--- config.mk ---
export PLATFORM = sky130hd
export DESIGN_NAME = sm_cond_control_flat
export DESIGN_NICKNAME = d
export VERILOG_FILES = /design/src/rtl/sm_cond_control_if.sv /design/src/rtl/sm_cond_control.sv /design/src/flat_wrapper.sv
export SDC_FILE = /design/constraint.sdc
export NUM_CORES = 1
export LEC_CHECK = 0
export ABC_AREA = 1
export CAP_MARGIN = 15
export CORE_UTILIZATION = 42
export CTS_BUF_LIST = sky130_fd_sc_hd__clkbuf_2 sky130_fd_sc_hd__clkbuf_4 sky130_fd_sc_hd__clkbuf_8
export CTS_CLUSTER_DIAMETER = 150
export DETAILED_ROUTE_END_ITERATION = 6
export HOLD_SLACK_MARGIN = 0.12
export PLACE_DENSITY_LB_ADDON = 0.08
export SLEW_MARGIN = 25
export SYNTH_ARGS = -nofsm -noshare
export SYNTH_HDL_FRONTEND = slang
export SYNTH_SLANG_ARGS = --single-unit
export TNS_END_PERCENT = 30
--- constraint.sdc ---
create_clock -name clk -period 2.7 [get_ports clk]
set_input_delay 0.54 -clock clk [delete_from_list [all_inputs] [get_ports clk]]
set_output_delay 0.54 -clock clk [all_outputs]
set_load 0.005 [all_outputs]
--- src/rtl/sm_cond_control_if.sv ---
// Signal bundle between the ARM-subset control unit and the datapath / data memory it steers.
// The control unit uses the master side. The datapath or testbench uses the slave side.
interface sm_cond_control_if;
    logic [31:0] instr;
    logic [3:0]  alu_flags;
    logic        mem_ack;
    logic [1:0]  RegSrc;
    logic        RegWrite;
    logic [1:0]  ImmSrc;
    logic        ALUSrc;
    logic [1:0]  ALUControl;
    logic        MemtoReg;
    logic        PCSrc;
    logic        writeData3Src;
    logic        srcASrc;
    logic        pc_en;
    logic        mem_req;
    logic        mem_we;
    logic [3:0]  flags_q;
    logic        mem_err;

    modport master (
        input  instr, alu_flags, mem_ack,
        output RegSrc, RegWrite, ImmSrc, ALUSrc, ALUControl, MemtoReg, PCSrc,
               writeData3Src, srcASrc, pc_en, mem_req, mem_we, flags_q, mem_err
    );

    modport slave (
        output instr, alu_flags, mem_ack,
        input  RegSrc, RegWrite, ImmSrc, ALUSrc, ALUControl, MemtoReg, PCSrc,
               writeData3Src, srcASrc, pc_en, mem_req, mem_we, flags_q, mem_err
    );
endinterface

--- src/rtl/sm_cond_control.sv ---
// Control unit for the single-cycle ARM-subset datapath: decode, NZCV + condition codes,
// and a RUN/WAIT sequencer that stalls the PC while a data-memory access is outstanding.
module sm_cond_control #(
    parameter int MEM_TIMEOUT = 15,
    parameter int CNT_W       = 4
) (
    input  logic              clk,
    input  logic              rst_n,
    sm_cond_control_if.master bus
);
    typedef enum logic {RUN, WAIT} state_t;

    state_t           r_state, w_nextState;
    logic [CNT_W-1:0] r_cnt, w_nextCnt;
    logic [3:0]       r_flags;
    logic             r_memErr;

    logic [1:0] w_op;
    logic [3:0] w_cond, w_cmd, w_rd;
    logic       w_s, w_i, w_u, w_l, w_link;
    logic       w_n, w_z, w_c, w_v;
    logic       w_condPass, w_timeout, w_unused;

    logic [1:0] w_regSrc, w_immSrc, w_aluCtl;
    logic       w_aluSrc, w_memToReg, w_wd3Src, w_srcASrc;
    logic       w_dpWrite, w_dpFlagsAll, w_dpFlagsNz;

    logic       w_regWrite, w_pcSrc, w_pcEn, w_memReq, w_memWe;
    logic       w_setErr, w_flagsAllWe, w_flagsNzWe;

    assign w_op   = bus.instr[27:26];
    assign w_cond = bus.instr[31:28];
    assign w_cmd  = bus.instr[24:21];
    assign w_s    = bus.instr[20];
    assign w_i    = bus.instr[25];
    assign w_rd   = bus.instr[15:12];
    assign w_u    = bus.instr[23];
    assign w_l    = bus.instr[20];
    assign w_link = bus.instr[24];
    assign w_unused = ^{bus.instr[19:16], bus.instr[11:0]};

    assign {w_n, w_z, w_c, w_v} = r_flags;

    always_comb begin
        w_condPass = 1'b0;
        case (w_cond)
            4'b0000: w_condPass = w_z;
            4'b0001: w_condPass = !w_z;
            4'b0010: w_condPass = w_c;
            4'b0011: w_condPass = !w_c;
            4'b0100: w_condPass = w_n;
            4'b0101: w_condPass = !w_n;
            4'b0110: w_condPass = w_v;
            4'b0111: w_condPass = !w_v;
            4'b1000: w_condPass = w_c && !w_z;
            4'b1001: w_condPass = !w_c || w_z;
            4'b1010: w_condPass = (w_n == w_v);
            4'b1011: w_condPass = (w_n != w_v);
            4'b1100: w_condPass = !w_z && (w_n == w_v);
            4'b1101: w_condPass = w_z || (w_n != w_v);
            4'b1110: w_condPass = 1'b1;
            default: w_condPass = 1'b0;
        endcase
    end

    // The datapath selects depend only on the instruction. The condition gates just the side effects.
    always_comb begin
        w_regSrc     = 2'b00;
        w_immSrc     = 2'b00;
        w_aluSrc     = 1'b0;
        w_aluCtl     = 2'b00;
        w_memToReg   = 1'b0;
        w_wd3Src     = 1'b0;
        w_srcASrc    = 1'b0;
        w_dpWrite    = 1'b0;
        w_dpFlagsAll = 1'b0;
        w_dpFlagsNz  = 1'b0;
        case (w_op)
            2'b00: begin
                w_aluSrc = w_i;
                case (w_cmd)
                    4'b0100: begin w_dpWrite = 1'b1; w_dpFlagsAll = w_s; end
                    4'b0010: begin w_aluCtl = 2'b01; w_dpWrite = 1'b1; w_dpFlagsAll = w_s; end
                    4'b0000: begin w_aluCtl = 2'b10; w_dpWrite = 1'b1; w_dpFlagsNz = w_s; end
                    4'b1100: begin w_aluCtl = 2'b11; w_dpWrite = 1'b1; w_dpFlagsNz = w_s; end
                    4'b1010: begin w_aluCtl = 2'b01; w_dpFlagsAll = 1'b1; end
                    4'b1101: begin w_srcASrc = 1'b1; w_dpWrite = 1'b1; w_dpFlagsNz = w_s; end
                    default: ;
                endcase
            end
            2'b01: begin
                w_immSrc    = 2'b01;
                w_aluSrc    = 1'b1;
                w_aluCtl    = w_u ? 2'b00 : 2'b01;
                w_memToReg  = w_l;
                w_regSrc[1] = !w_l;
            end
            2'b10: begin
                w_regSrc[0] = 1'b1;
                w_immSrc    = 2'b10;
                w_aluSrc    = 1'b1;
                w_wd3Src    = w_link;
            end
            default: ;
        endcase
    end

    assign w_timeout = (MEM_TIMEOUT != 0) && (r_cnt == CNT_W'(MEM_TIMEOUT));

    // In WAIT the stalled PC holds the same load/store, so the decode fields still describe it.
    always_comb begin
        w_nextState  = r_state;
        w_nextCnt    = r_cnt;
        w_regWrite   = 1'b0;
        w_pcSrc      = 1'b0;
        w_pcEn       = 1'b1;
        w_memReq     = 1'b0;
        w_memWe      = 1'b0;
        w_setErr     = 1'b0;
        w_flagsAllWe = 1'b0;
        w_flagsNzWe  = 1'b0;
        case (r_state)
            RUN: begin
                if (w_condPass) begin
                    case (w_op)
                        2'b00: begin
                            w_regWrite   = w_dpWrite;
                            w_pcSrc      = w_dpWrite && (w_rd == 4'd15);
                            w_flagsAllWe = w_dpFlagsAll;
                            w_flagsNzWe  = w_dpFlagsNz;
                        end
                        2'b01: begin
                            w_memReq = 1'b1;
                            w_memWe  = !w_l;
                            if (bus.mem_ack) begin
                                w_regWrite = w_l;
                                w_pcSrc    = w_l && (w_rd == 4'd15);
                            end else begin
                                w_pcEn      = 1'b0;
                                w_nextState = WAIT;
                                w_nextCnt   = CNT_W'(1);
                            end
                        end
                        2'b10: begin
                            w_pcSrc    = 1'b1;
                            w_regWrite = w_link;
                        end
                        default: ;
                    endcase
                end
            end
            WAIT: begin
                if (bus.mem_ack) begin
                    w_memReq    = 1'b1;
                    w_memWe     = !w_l;
                    w_regWrite  = w_l;
                    w_pcSrc     = w_l && (w_rd == 4'd15);
                    w_nextState = RUN;
                    w_nextCnt   = '0;
                end else if (w_timeout) begin
                    w_setErr    = 1'b1;
                    w_nextState = RUN;
                    w_nextCnt   = '0;
                end else begin
                    w_memReq  = 1'b1;
                    w_memWe   = !w_l;
                    w_pcEn    = 1'b0;
                    w_nextCnt = r_cnt + CNT_W'(1);
                end
            end
            default: ;
        endcase
    end

    always_ff @(posedge clk or negedge rst_n) begin
        if (!rst_n) begin
            r_state <= RUN;
            r_cnt   <= '0;
        end else begin
            r_state <= w_nextState;
            r_cnt   <= w_nextCnt;
        end
    end

    // Logical ops and MOV leave C and V untouched.
    always_ff @(posedge clk or negedge rst_n) begin
        if (!rst_n) begin
            r_flags  <= 4'b0000;
            r_memErr <= 1'b0;
        end else begin
            if (w_flagsAllWe)
                r_flags <= bus.alu_flags;
            else if (w_flagsNzWe)
                r_flags <= {bus.alu_flags[3:2], r_flags[1:0]};
            if (w_setErr)
                r_memErr <= 1'b1;
        end
    end

    assign bus.RegSrc        = w_regSrc;
    assign bus.ImmSrc        = w_immSrc;
    assign bus.ALUSrc        = w_aluSrc;
    assign bus.ALUControl    = w_aluCtl;
    assign bus.MemtoReg      = w_memToReg;
    assign bus.writeData3Src = w_wd3Src;
    assign bus.srcASrc       = w_srcASrc;
    assign bus.RegWrite      = w_regWrite && rst_n;
    assign bus.PCSrc         = w_pcSrc && rst_n;
    assign bus.pc_en         = w_pcEn && rst_n;
    assign bus.mem_req       = w_memReq && rst_n;
    assign bus.mem_we        = w_memWe && rst_n;
    assign bus.flags_q       = r_flags;
    assign bus.mem_err       = r_memErr;
endmodule

--- src/flat_wrapper.sv ---
// flat-port wrapper written by rule: the top's interface ports become plain ports
module sm_cond_control_flat 
#(
    parameter int MEM_TIMEOUT = 15,
    parameter int CNT_W       = 4
)
  (clk, rst_n, bus_instr, bus_alu_flags, bus_mem_ack, bus_RegSrc, bus_RegWrite, bus_ImmSrc, bus_ALUSrc, bus_ALUControl, bus_MemtoReg, bus_PCSrc, bus_writeData3Src, bus_srcASrc, bus_pc_en, bus_mem_req, bus_mem_we, bus_flags_q, bus_mem_err);
  sm_cond_control_if bus_i ();
  input  logic clk;
  input  logic rst_n;
  input wire logic [$bits(bus_i.instr)-1:0] bus_instr;
  input wire logic [$bits(bus_i.alu_flags)-1:0] bus_alu_flags;
  input wire logic [$bits(bus_i.mem_ack)-1:0] bus_mem_ack;
  output wire logic [$bits(bus_i.RegSrc)-1:0] bus_RegSrc;
  output wire logic [$bits(bus_i.RegWrite)-1:0] bus_RegWrite;
  output wire logic [$bits(bus_i.ImmSrc)-1:0] bus_ImmSrc;
  output wire logic [$bits(bus_i.ALUSrc)-1:0] bus_ALUSrc;
  output wire logic [$bits(bus_i.ALUControl)-1:0] bus_ALUControl;
  output wire logic [$bits(bus_i.MemtoReg)-1:0] bus_MemtoReg;
  output wire logic [$bits(bus_i.PCSrc)-1:0] bus_PCSrc;
  output wire logic [$bits(bus_i.writeData3Src)-1:0] bus_writeData3Src;
  output wire logic [$bits(bus_i.srcASrc)-1:0] bus_srcASrc;
  output wire logic [$bits(bus_i.pc_en)-1:0] bus_pc_en;
  output wire logic [$bits(bus_i.mem_req)-1:0] bus_mem_req;
  output wire logic [$bits(bus_i.mem_we)-1:0] bus_mem_we;
  output wire logic [$bits(bus_i.flags_q)-1:0] bus_flags_q;
  output wire logic [$bits(bus_i.mem_err)-1:0] bus_mem_err;
  assign bus_i.instr = bus_instr;
  assign bus_i.alu_flags = bus_alu_flags;
  assign bus_i.mem_ack = bus_mem_ack;
  assign bus_RegSrc = bus_i.RegSrc;
  assign bus_RegWrite = bus_i.RegWrite;
  assign bus_ImmSrc = bus_i.ImmSrc;
  assign bus_ALUSrc = bus_i.ALUSrc;
  assign bus_ALUControl = bus_i.ALUControl;
  assign bus_MemtoReg = bus_i.MemtoReg;
  assign bus_PCSrc = bus_i.PCSrc;
  assign bus_writeData3Src = bus_i.writeData3Src;
  assign bus_srcASrc = bus_i.srcASrc;
  assign bus_pc_en = bus_i.pc_en;
  assign bus_mem_req = bus_i.mem_req;
  assign bus_mem_we = bus_i.mem_we;
  assign bus_flags_q = bus_i.flags_q;
  assign bus_mem_err = bus_i.mem_err;
  sm_cond_control #(.MEM_TIMEOUT(MEM_TIMEOUT), .CNT_W(CNT_W)) u_core (.clk(clk), .rst_n(rst_n), .bus(bus_i));
endmodule
==> results.yml <==
grt:
  grt_pass1_wl_um: 4860
  grt_max_degree: 11
  grt.overflow.total: 0
  antenna_found_initial: 0
  track_usage_pct: 23.9
  grt_pass1_vias: 1262
synthesis:
  synthCells: 175
  synth_cell_types: 24
  synth_nets: 219
  yosysWarnings: 0
  synth.ff_latch_count: 10
  avgSynthCellArea_um2: 5.91
  synthesis.area_um2: 1030
  synth_seq_area_share_pct: 24.2
critical_path:
  reg2reg_slack_ns: 1.15
  critPathCaptureType: "primary output"
  cp_cell_sequence: "clkdlybuf4s50_1, buf_4, nor2_1, inv_1, o21ai_1, nor2_1, clkdlybuf4s50_1"
  worstReg2RegStart: "u_core.bus.flags_q[3]$_DFFE_PN0P_"
  start_kind: "primary input"
  cp.buffers_inverters: 4
  crit_family: "buffers and inverters"
  reg2regPathDepth: 13
  cpPeakStageDelay_ns: 0.45
  worstPathMaxFanout: 3
  cp.depth: 7
  crit_slowest_cell: "clkdlybuf4s50_1"
  cp_data_arrival_time_ns: 2.11
  r2r-end: "u_core.r_cnt[0]$_DFFE_PN0P_"
  crit_type: "in -> out"
  crit_required_ns: 2.16
drt:
  final_antenna_net_count: 0
  vias_per_cell: 4.85
  finalWirelength_um: 2880
  vias: 1320
  drc_errors: 0
  first_pass_iters: 4
  routedWlPerCell_um: 10.6
  drt_iter0_drc: 15
sta:
  grt_setup_unrepaired: "true"
  finalHoldViolations: 0
  tightestPinTransition_ns: 0.267
  fin_setup_tns_ns: 0
  finalCritPeriodShare_pct: 98.1
  finalSetupViolCount: 0
  relSlewSlack_pct: 82.2
  drv_slew: 0
  max_freq_mhz: 378
  period_needed_ns: 2.65
  fin_worst_skew_ns: 0.0125
clocking:
  h-tree-depth: 1
  cts_tree: "yes"
  numCtsBuffers: 3
  clock_tree.root_cell: "clkbuf_4"
  cts.sinks: 10
  cts_hold_buf: 0
  insertion_delay_ns: 0.27
  clk_pin_slew_ns: 0.06
  cts_max_path_buffers: 2
place:
  dp_hpwl_um: 2410
  portBuffers: 42
  place_area_um2: 1660
  gp_congestion: 0.860
pwr:
  p_leak_nw: 0.931
  ir_drop_mv: 0.537
  p_total_w: 0.000710
  power_per_cell_area_nw_per_um2: 413
die:
  die_w_um: 51.6
  die_h_um: 51.6
  rows: 17
  coreArea_um2: 2280
  initial_utilization_pct: 45.5
  fp.dieArea_um2: 2670
  pin_count: 59
finish:
  final_common_cell: "nand2_1"
  fillers: 187
  design_area_um2: 1720
  final_cell_mix: "55 x nand2_1, 27 x clkdlybuf4s50_1, 24 x buf_4"
  regArea_um2: 250
  nets: 289
  multiInputGateArea_um2: 718
  synthToLayoutAreaGrowth_pct: 66.0
  final_core_util_pct: 75.5
  drive_above_1_share_pct: 23.8
  antenna_cells: 0
min_path:
  min_to: "u_core.bus.mem_err$_DFFE_PN0P_"
  worst_hold_path_type: "reg -> reg"
  holdPathStages: 1
  min_from: "u_core.bus.mem_err$_DFFE_PN0P_"
flow_run:
  cap_viol_max_count: 0
run_status:
  status: "completed"
## metal layers
layer / vias to the layer above / part of all wire (%) / global-route usage [%]
met5: - / 0 / 0
met3: 5 / 3.4 / 5.26
met2: 27 / 54 / 46.3
met1: 591 / 42 / 27.1
li1: 697 / - / -
met4: 0 / 0.87 / 2.70
## kinds of logic after synthesis
group | after synthesis | synth area share (%)
flip-flops | 10 | 24.2
adder cells (fa/ha/maj) | 5 | 6.05
buffers and inverters | 26 | 9.79
XOR/XNOR | 1 | 0.847
AO/OA/AOI/OAI | 21 | 11.7
AND/OR/NAND/NOR | 112 | 47.4
## worst max-delay path by stage
stage / start / endpoint / slack (ns)
after global placement: bus_instr[31] / bus_PCSrc / -0.32
after CTS: bus_instr[26] / bus_pc_en / -0.15
after floorplan: bus_instr[27] / bus_RegWrite / 0.80
after detailed placement: bus_instr[31] / bus_PCSrc / -0.38
final: bus_mem_ack / bus_mem_req / 0.05
after global routing: bus_instr[31] / bus_pc_en / -0.07
## synth_stat cells
cell type	count	area [µm²]
nand2_2	2	12.5
a21oi_2	1	8.76
inv_1	22	82.6
o21bai_1	2	15.0
nand3_1	17	85.1
nand2_4	2	22.5
o21ai_1	1	5.00
o22ai_1	1	6.26
o21ai_2	1	8.76
a21boi_1	1	7.51
inv_2	3	11.3
dfrtp_1	10	250
o21ai_0	3	15.0
buf_4	1	7.51
ha_1	5	62.6
nor2_1	24	90.1
nand3b_1	1	7.51
xor2_1	1	8.76
nand3_2	1	10.0
nand4_1	1	6.26
nor2_2	5	31.3
a21oi_1	11	55.1
nor3_1	3	15.0
nand2_1	56	210
## through the flow
stage	setup WS, ns	instances	hold slack, ns
finish	0.0516	272	0.477
global route	-0.0742	272	0.511
CTS	-0.147	272	0.483
detailed placement	-0.376	268	0.470
global placement	-0.322	268	0.473
floorplan	0.798	175	0.244
## registers in the layout, summed over array words and instances, names as in the netlist
signal,count
u_core.r_state,1
u_core.r_cnt,4
u_core.bus.flags_q,4
u_core.bus.mem_err,1
## final cells by class
class	count	area share, %
timing repair buffer	66	34.0
tap	28	2.04
sequential	10	14.6
inverter	25	5.46
multi-input combinational	139	41.8
clock buffer	4	2.11
## worst register-to-register path, stage by stage, from the launching register on
cell     delay [ns]
dfrtp_1        0.45
inv_2          0.09
nand2_1        0.06
nand3_1        0.09
nand2_1        0.05
nand2_1        0.05
nand2_1        0.06
nor2_2         0.12
nand2_4        0.09
nand2_4        0.07
buf_4          0.11
nand2_2        0.06
nor2_2         0.08
nor2_1         0.04
## power breakdown
group / internal [W] / switching [W] / leakage [nW]
sequential: 0.000189 / 0.0000480 / 0.123
clock: 0.0000819 / 0.0000527 / 0.0210
combinational: 0.000175 / 0.000163 / 0.787
total: 0.000446 / 0.000264 / 0.931
## timing repair
item	4_1_cts	5_1_grt
pin swaps	1	3
endpoints found under the setup margin	8	7
buffers inserted	0	0
gates resized for setup	21	14
(Power assumes the default switching activity.)
